===== src/rtl/riscv_id_ex_reg.sv =====
// rtl/riscv_id_ex_reg.sv - ID/EX pipeline slot with load-use bubble and MEM/WB operand forwarding
`ifndef ALU_OP_LEN
`define ALU_OP_LEN 4
`endif

module riscv_id_ex_reg #(
  parameter int XLEN = 32
) (
  input  logic                   clk,
  input  logic                   rst,
  input  logic                   id_valid,
  input  logic [XLEN-1:0]        id_pc,
  input  logic [XLEN-1:0]        id_rs1_data,
  input  logic [XLEN-1:0]        id_rs2_data,
  input  logic [XLEN-1:0]        id_imm,
  input  logic [4:0]             id_rs1_addr,
  input  logic [4:0]             id_rs2_addr,
  input  logic [4:0]             id_rd_addr,
  input  logic [`ALU_OP_LEN-1:0] id_alu_op,
  input  logic                   id_src1_pc,
  input  logic                   id_src2_imm,
  input  logic                   id_reg_write,
  input  logic                   id_mem_read,
  input  logic                   id_mem_write,
  input  logic                   ex_stall,
  input  logic                   flush,
  input  logic                   mem_fwd_valid,
  input  logic [4:0]             mem_fwd_rd,
  input  logic [XLEN-1:0]        mem_fwd_data,
  input  logic                   wb_fwd_valid,
  input  logic [4:0]             wb_fwd_rd,
  input  logic [XLEN-1:0]        wb_fwd_data,
  output logic                   id_stall,
  output logic                   ex_valid,
  output logic                   ex_reg_write,
  output logic                   ex_mem_read,
  output logic                   ex_mem_write,
  output logic [4:0]             ex_rd_addr,
  output logic [`ALU_OP_LEN-1:0] ex_alu_op,
  output logic [XLEN-1:0]        ex_pc,
  output logic [XLEN-1:0]        operand_1,
  output logic [XLEN-1:0]        operand_2,
  output logic [XLEN-1:0]        ex_store_data
);

  logic [XLEN-1:0] ex_rs1_data;
  logic [XLEN-1:0] ex_rs2_data;
  logic [XLEN-1:0] ex_imm;
  logic [4:0]      ex_rs1_addr;
  logic [4:0]      ex_rs2_addr;
  logic            ex_src1_pc;
  logic            ex_src2_imm;
  logic [XLEN-1:0] fwd_rs1;
  logic [XLEN-1:0] fwd_rs2;
  logic            load_use;

  // MEM is younger than WB, so it wins when both target the same register
  always_comb begin
    fwd_rs1 = ex_rs1_data;
    if (ex_rs1_addr == 5'd0)
      fwd_rs1 = '0;
    else if (mem_fwd_valid && mem_fwd_rd == ex_rs1_addr)
      fwd_rs1 = mem_fwd_data;
    else if (wb_fwd_valid && wb_fwd_rd == ex_rs1_addr)
      fwd_rs1 = wb_fwd_data;
  end

  always_comb begin
    fwd_rs2 = ex_rs2_data;
    if (ex_rs2_addr == 5'd0)
      fwd_rs2 = '0;
    else if (mem_fwd_valid && mem_fwd_rd == ex_rs2_addr)
      fwd_rs2 = mem_fwd_data;
    else if (wb_fwd_valid && wb_fwd_rd == ex_rs2_addr)
      fwd_rs2 = wb_fwd_data;
  end

  assign load_use = ex_valid && ex_mem_read && (ex_rd_addr != 5'd0) && id_valid &&
                    ((ex_rd_addr == id_rs1_addr) || (ex_rd_addr == id_rs2_addr));

  assign id_stall = !rst && !flush && (load_use || ex_stall);

  assign operand_1     = ex_src1_pc  ? ex_pc  : fwd_rs1;
  assign operand_2     = ex_src2_imm ? ex_imm : fwd_rs2;
  assign ex_store_data = fwd_rs2;

  always_ff @(posedge clk or posedge rst) begin
    if (rst) begin
      ex_valid     <= 1'b0;
      ex_reg_write <= 1'b0;
      ex_mem_read  <= 1'b0;
      ex_mem_write <= 1'b0;
      ex_rd_addr   <= '0;
      ex_alu_op    <= '0;
      ex_pc        <= '0;
      ex_rs1_data  <= '0;
      ex_rs2_data  <= '0;
      ex_imm       <= '0;
      ex_rs1_addr  <= '0;
      ex_rs2_addr  <= '0;
      ex_src1_pc   <= 1'b0;
      ex_src2_imm  <= 1'b0;
    end else if (flush) begin
      ex_valid     <= 1'b0;
      ex_reg_write <= 1'b0;
      ex_mem_read  <= 1'b0;
      ex_mem_write <= 1'b0;
    end else if (ex_stall) begin
      // forwarding sources move on while we wait, so capture what they provide now
      ex_rs1_data <= fwd_rs1;
      ex_rs2_data <= fwd_rs2;
    end else if (load_use) begin
      ex_valid     <= 1'b0;
      ex_reg_write <= 1'b0;
      ex_mem_read  <= 1'b0;
      ex_mem_write <= 1'b0;
      ex_rd_addr   <= '0;
    end else begin
      ex_valid     <= id_valid;
      ex_reg_write <= id_valid && id_reg_write;
      ex_mem_read  <= id_valid && id_mem_read;
      ex_mem_write <= id_valid && id_mem_write;
      ex_rd_addr   <= id_rd_addr;
      ex_alu_op    <= id_alu_op;
      ex_pc        <= id_pc;
      ex_rs1_data  <= id_rs1_data;
      ex_rs2_data  <= id_rs2_data;
      ex_imm       <= id_imm;
      ex_rs1_addr  <= id_rs1_addr;
      ex_rs2_addr  <= id_rs2_addr;
      ex_src1_pc   <= id_src1_pc;
      ex_src2_imm  <= id_src2_imm;
    end
  end

endmodule


===== config.mk =====
export PLATFORM = sky130hd
export DESIGN_NAME = riscv_id_ex_reg
export DESIGN_NICKNAME = d
export VERILOG_FILES = /design/src/rtl/riscv_id_ex_reg.sv
export SDC_FILE = /design/constraint.sdc
export NUM_CORES = 1
export LEC_CHECK = 0
export BUFFER_PORTS_ARGS = -buffer_cell sky130_fd_sc_hd__buf_2
export CAP_MARGIN = 10
export CORE_AREA = 3 3 197 199
export DETAILED_ROUTE_END_ITERATION = 10
export DIE_AREA = 0 0 200 202
export PLACE_DENSITY = 0.59
export RECOVER_POWER = 100
export SYNTH_ARGS = -nofsm -noshare
export SYNTH_HDL_FRONTEND = slang
export SYNTH_SLANG_ARGS = --single-unit
export TNS_END_PERCENT = 30

===== constraint.sdc =====
create_clock -name clk -period 5.1 [get_ports clk]
set_input_delay 0.51 -clock clk [delete_from_list [all_inputs] [get_ports clk]]
set_output_delay 0.51 -clock clk [all_outputs]
set_load 0.02 [all_outputs]

Word level (Yosys, flattened, before mapping). Cells that the tools add are included.

Equal/unequal tests: 8. Multiplexer cells: 25. Bitwise gates (word level): 3. Reductions and logical operators: 23.

Operator list (number): $mux 32 (12); $eq 5x5->1 (6); $logic_and 1x1->1 (13); $mux 1 (12); $logic_not 5->1 (2); $mux 5 (1); $reduce_bool 5->1 (1); $reduce_and 2->1 (2); $not 1->1 (3); $reduce_and 3->1 (1); $logic_not 1->1 (2); $logic_or 1x1->1 (2); $ne 2x1->1 const B (1); $ne 2x2->1 const B (1).

Register bits after elaboration: 153. Output and inout bits: 142. Word-level logic and storage cells: 73.

Longest topological paths before layout.
Depth in word-level cells: 7. Gate-level depth with buffers: 8. Depth with buffers taken out: 6.

Least setup slack after synthesis. OpenSTA, ideal clock, no wires.

Path kind: in2out. Start point: input wb_fwd_rd[3]. End point: output operand_2[11]. Buffers on the path: 2. Slack: 2.312 ns. Arrival: 2.278 ns. Data required time: 4.590 ns. Stages on the path: 8. Path through: xor2_1 nor4_2 and3_1 buf_4 buf_4 a21oi_1 a221oi_2 mux2_2.

Word-level cells in the longest chain between the ends: 6.

Ends and longest elaborated chain: start, declared (RTL line 31) `input logic [4:0] wb_fwd_rd,`; $eq 5x5->1 (RTL line 74) `else if (wb_fwd_valid && wb_fwd_rd == ex_rs2_addr)`; $logic_and 1x1->1 (RTL line 74); $mux 32 (RTL line 74); $mux 32 (RTL line 72) `else if (mem_fwd_valid && mem_fwd_rd == ex_rs2_addr)`; $mux 32 (RTL line 70) `if (ex_rs2_addr == 5'd0)`; named net ex_store_data[11] (RTL line 43) `output logic [XLEN-1:0] ex_store_data`; $mux 32 (RTL line 84) `assign operand_2 = ex_src2_imm ? ex_imm : fwd_rs2;`; end, declared (RTL line 42) `output logic [XLEN-1:0] operand_2,`.

The timed path passes the listed nets, and every way through them passes these cells.

Worst setup path in the final report.
Start point: register ex_rs2_addr[3]. End point: output operand_2[22].

Word-level cells in the longest chain between the ends: 6.

Ends and longest elaborated chain: start, declared (RTL line 50) `logic [4:0] ex_rs2_addr;`; start signal, assigned (RTL line 130) `ex_rs2_addr <= id_rs2_addr;`; $eq 5x5->1 (RTL line 74); $logic_and 1x1->1 (RTL line 74); $mux 32 (RTL line 74); $mux 32 (RTL line 72); $mux 32 * (RTL line 70); $mux 32 * (RTL line 84).

Every way passes the cells marked *; elsewhere a longest branch is shown, timed or not.

==> impl_metrics.tcl <==
set metrics [dict create \
    critical_path.top_delay_family "simple AND/OR/NAND/NOR gates" \
    bufs_and_invs_on_worst_path 1 \
    grt_setup_unrepaired "false" \
    synthesis.area_per_instance_um2 10.9 \
    syn_to_final_growth_pct 28.1 \
    finalWirelength_mm 39.1 \
    run_status "finished with violations" \
    yosys.area_share.xor_xnor 0.0282 \
    finalSetupViolations 0 \
    path_cells "xor2_1 -> nor4_2 -> and3_1 -> a21oi_1 -> a221oi_1 -> mux2_2 -> clkbuf_1" \
    clockRootBuffer "sky130_fd_sc_hd__clkbuf_16" \
    path_clk_slew_ns 0.07 \
    wl_per_cell_um 22.9 \
    post-place-cells 1672 \
    timing.setup.tns_ns 0 \
    synthMuxAreaShare 0.176 \
    cts.repair_timing.setup_buffer_count 0 \
    worst_ep_arrival_time_ns 3.94 \
    syn_area_mm2 0.00931 \
    route.detailed.vias_per_inst 5.19 \
    floorplan.die_area_mm2 0.0404 \
    vias_in_the_first_global_route 8997 \
    timing.final.crit_share 0.872 \
    power.static_leakage_nw 4.99 \
    ctsResizeCount 0 \
    synth_top_family_by_area "compound AO/OA/AOI/OAI gates" \
    nets 1413 \
    maxClockFrequency_mhz 225 \
    top_reg_cell_synth "sky130_fd_sc_hd__dfrtp_1" \
    startpoint_type "register" \
    worst-slew-pin-transition_ns 3.55 \
    synth_nets 1090 \
    max-cap-violations 4 \
    globalRouteTotalUtil 0.190 \
    post_synthesis_cell_count 857 \
    drcViolationCount 0 \
    numCtsBuffers 17 \
    dr.pass1.iters 5 \
    power.density_cell_area_mw_per_mm2 380 \
    synth-compound-area-share 0.227 \
    fillers 3958 \
    layout-drive-gt1-share 0.443 \
    required_time_of_the_worst_setup_path_ns 4.59 \
    place.port_buffers 374 \
    grt.overflow.total 0 \
    post-layout-total-power_w 0.00453 \
    end_kind "primary output" \
    stdcell_count 1706 \
    post-route-min-period_ns 4.45 \
    asyncSetResetFlopFracSynth 1.00 \
    drtAntennaViolNets 0 \
    hold_path.class "in2reg" \
    maxSlewHeadroom -1.38 \
    detailedRoute.firstIterationViolations 539 \
    antenna_found_initial 11 \
    synth_seq_cells 153 \
    reg_to_reg_slack_setup_ns 0.97 \
    critical-path-slowest-cell "sky130_fd_sc_hd__and3_1" \
    die_x_um 200 \
    starting_density_of_the_core 0.249 \
    finClkSkew_ns 0.0129 \
    depth_of_the_cts_h_tree 4 \
    netlist-cell-type-count 48 \
    critical_path.max_stage_delay_ns 1.17 \
    post_synth_and_or_nand_nor_area_fraction 0.114 \
    via_count 8859 \
    latest_clock_arrival_within_the_worst_skew_pair_ns 0.45 \
    clock_tree.buffer_depth 2 \
    area_of_all_placed_cells_without_fillers_mm2 0.0119 \
    placement_rows 71 \
    synth-edff-count 0 \
    grt_pass1_wl_mm 58.0 \
    hold_buffer_count_at_cts 0 \
    slew_violations 206 \
    postLayoutCoreUtil 0.319 \
    grt_max_degree 82 \
    place.detailed.hpwl_mm 29.1 \
    synth_fa_ha_area_frac 0 \
    placed_cell_area_mm2 0.0116 \
    failed_checks "max-capacitance violations, max-slew violations" \
    design.portCount 375 \
    numClockSinks 153 \
    yosysSeqAreaShare 0.411 \
    routabilityCongestion 0.872 \
    timing.critical_path.fanout_max 32 \
    worstSetupPathType "reg2out" \
    report.final.hold_viol_count 0 \
    die_y_um 202 \
    cts_tree "done" \
    vdd_drop_max_mv 0.236 \
    core_area_mm2 0.0374 \
    yosys_warnings 0 \
]
## per-layer routing
metal  part of all wire  track usage  vias up
li1                   -            -     3949
met1               0.45        0.266     4416
met2               0.47        0.297      416
met3              0.067       0.0402       64
met4              0.019       0.0548       14
met5             0.0026            0        -
## placed cells by master (no fill, tap or decap), types with 4 or more instances in the layout
cell and count:
sky130_fd_sc_hd__buf_2 276, sky130_fd_sc_hd__dfrtp_1 151, sky130_fd_sc_hd__mux2_2 139, sky130_fd_sc_hd__clkbuf_1 103
sky130_fd_sc_hd__nand2_1 79, sky130_fd_sc_hd__o221a_2 57, sky130_fd_sc_hd__a221oi_1 55, sky130_fd_sc_hd__a21oi_1 52
sky130_fd_sc_hd__or4_1 42, sky130_fd_sc_hd__nor2_1 41, sky130_fd_sc_hd__nand2b_1 20, sky130_fd_sc_hd__o22a_1 19
sky130_fd_sc_hd__xor2_1 17, sky130_fd_sc_hd__clkbuf_16 17, sky130_fd_sc_hd__xnor2_1 13, sky130_fd_sc_hd__o21ai_0 12
sky130_fd_sc_hd__buf_4 9, sky130_fd_sc_hd__mux2i_1 7, sky130_fd_sc_hd__bufinv_16 6, sky130_fd_sc_hd__nor3_1 5
sky130_fd_sc_hd__inv_1 5, sky130_fd_sc_hd__a211oi_1 5, sky130_fd_sc_hd__o211ai_1 4, sky130_fd_sc_hd__a221o_1 4
## sequential cells by signal (all words and copies together) (netlist names)
register and flops:
ex_pc 32, ex_mem_write 1, ex_imm 32, ex_rs2_addr 5, ex_rd_addr 5, ex_alu_op 4
ex_src1_pc 1, ex_src2_imm 1, ex_reg_write 1, ex_valid 1, ex_rs1_data 32, ex_mem_read 1
ex_rs2_data 32, ex_rs1_addr 5
## cell families after synthesis
family | count (synthesis)
AOI/OAI and AO/OA | 228
and+or+nand+nor | 210
DFF | 153
muxes | 146
buffers and inverters | 90
xor gates and xnor gates | 30
## worst paths after layout
kind,start,to,cells past startpoint
worst max-delay path,ex_rs2_addr[3],operand_2[22],7
max in group asynchronous,rst,ex_rs1_data[4],2
worst min-delay path,id_imm[16],ex_imm[16],2
worst max register to register,ex_rd_addr[3],ex_imm[13],6
min in group asynchronous,rst,ex_reg_write,2
worst min register to register,ex_imm[8],ex_imm[8],1
## cell type report
class	count	area, um2	share of cell area
multi-input cells	614	4890	0.410
clock buffers	20	457	0.0383
clock inverters	12	220	0.0185
inverters	6	23.8	0.00199
repair buffers	388	1850	0.155
well taps	511	639	0.0537
flip-flops and latches	153	3830	0.322
diodes	2	5.00	0.000420
## power breakdown
part | leakage (nW) | switching (W) | internal [W] | total (W)
clock network | 0.330 | 0.000551 | 0.000943 | 0.00149
logic | 2.90 | 0.000868 | 0.000603 | 0.00147
registers | 1.76 | 0.000168 | 0.00140 | 0.00156
## worst reg2reg max path, delay by kind of cell, from the launching register on
family          cells  cell delay (ns)
simple gates        3             0.84
buf+inv             1             1.85
mux                 1             0.54
compound gates      1             0.32
flops               1             0.45
## cells in the mapped netlist, types with 2 or more instances
| cell | instances | area (um2) |
|---|---|---|
| sky130_fd_sc_hd__xor2_1 | 17 | 149 |
| sky130_fd_sc_hd__nand3_1 | 3 | 15.0 |
| sky130_fd_sc_hd__a221oi_1 | 27 | 236 |
| sky130_fd_sc_hd__a211oi_2 | 2 | 25.0 |
| sky130_fd_sc_hd__mux2_2 | 139 | 1570 |
| sky130_fd_sc_hd__or4_1 | 42 | 315 |
| sky130_fd_sc_hd__a32o_1 | 3 | 30.0 |
| sky130_fd_sc_hd__o211ai_1 | 4 | 30.0 |
| sky130_fd_sc_hd__o221a_2 | 57 | 642 |
| sky130_fd_sc_hd__a221oi_2 | 28 | 420 |
| sky130_fd_sc_hd__o21ai_0 | 12 | 60.1 |
| sky130_fd_sc_hd__nor2b_1 | 2 | 12.5 |
| sky130_fd_sc_hd__a221o_1 | 4 | 40.0 |
| sky130_fd_sc_hd__nor2_1 | 44 | 165 |
| sky130_fd_sc_hd__and3_1 | 3 | 18.8 |
| sky130_fd_sc_hd__a21oi_1 | 52 | 260 |
| sky130_fd_sc_hd__nor3_1 | 5 | 25.0 |
| sky130_fd_sc_hd__a211o_1 | 3 | 26.3 |
| sky130_fd_sc_hd__or2_2 | 3 | 18.8 |
| sky130_fd_sc_hd__buf_2 | 18 | 90.1 |
| sky130_fd_sc_hd__dfrtp_1 | 153 | 3830 |
| sky130_fd_sc_hd__buf_1 | 2 | 7.51 |
| sky130_fd_sc_hd__and2_1 | 2 | 12.5 |
| sky130_fd_sc_hd__inv_1 | 6 | 22.5 |
| sky130_fd_sc_hd__o31ai_1 | 2 | 15.0 |
| sky130_fd_sc_hd__clkbuf_1 | 52 | 195 |
| sky130_fd_sc_hd__buf_4 | 10 | 75.1 |
| sky130_fd_sc_hd__xnor2_1 | 13 | 114 |
| sky130_fd_sc_hd__o22a_1 | 19 | 166 |
| sky130_fd_sc_hd__a311oi_2 | 2 | 30.0 |
| sky130_fd_sc_hd__mux2i_1 | 7 | 70.1 |
| sky130_fd_sc_hd__nand2_1 | 80 | 300 |
| sky130_fd_sc_hd__nand2b_1 | 20 | 125 |
| sky130_fd_sc_hd__buf_6 | 2 | 22.5 |
| sky130_fd_sc_hd__o32ai_1 | 2 | 17.5 |
| sky130_fd_sc_hd__a211oi_1 | 3 | 22.5 |
| sky130_fd_sc_hd__o221a_1 | 2 | 22.5 |
| sky130_fd_sc_hd__o211a_1 | 2 | 20.0 |
## through the flow
stage / setup slack [ns] / hold slack, ns
2_1_floorplan: 0.469 / 0.472
3_3_place_gp: 1.41 / 0.481
3_5_place_dp: 1.37 / 0.492
4_1_cts: 1.06 / 0.206
5_1_grt: 0.411 / 0.271
6_report: 0.652 / 0.288
No activity file was read; power rests on OpenSTA's default activity.
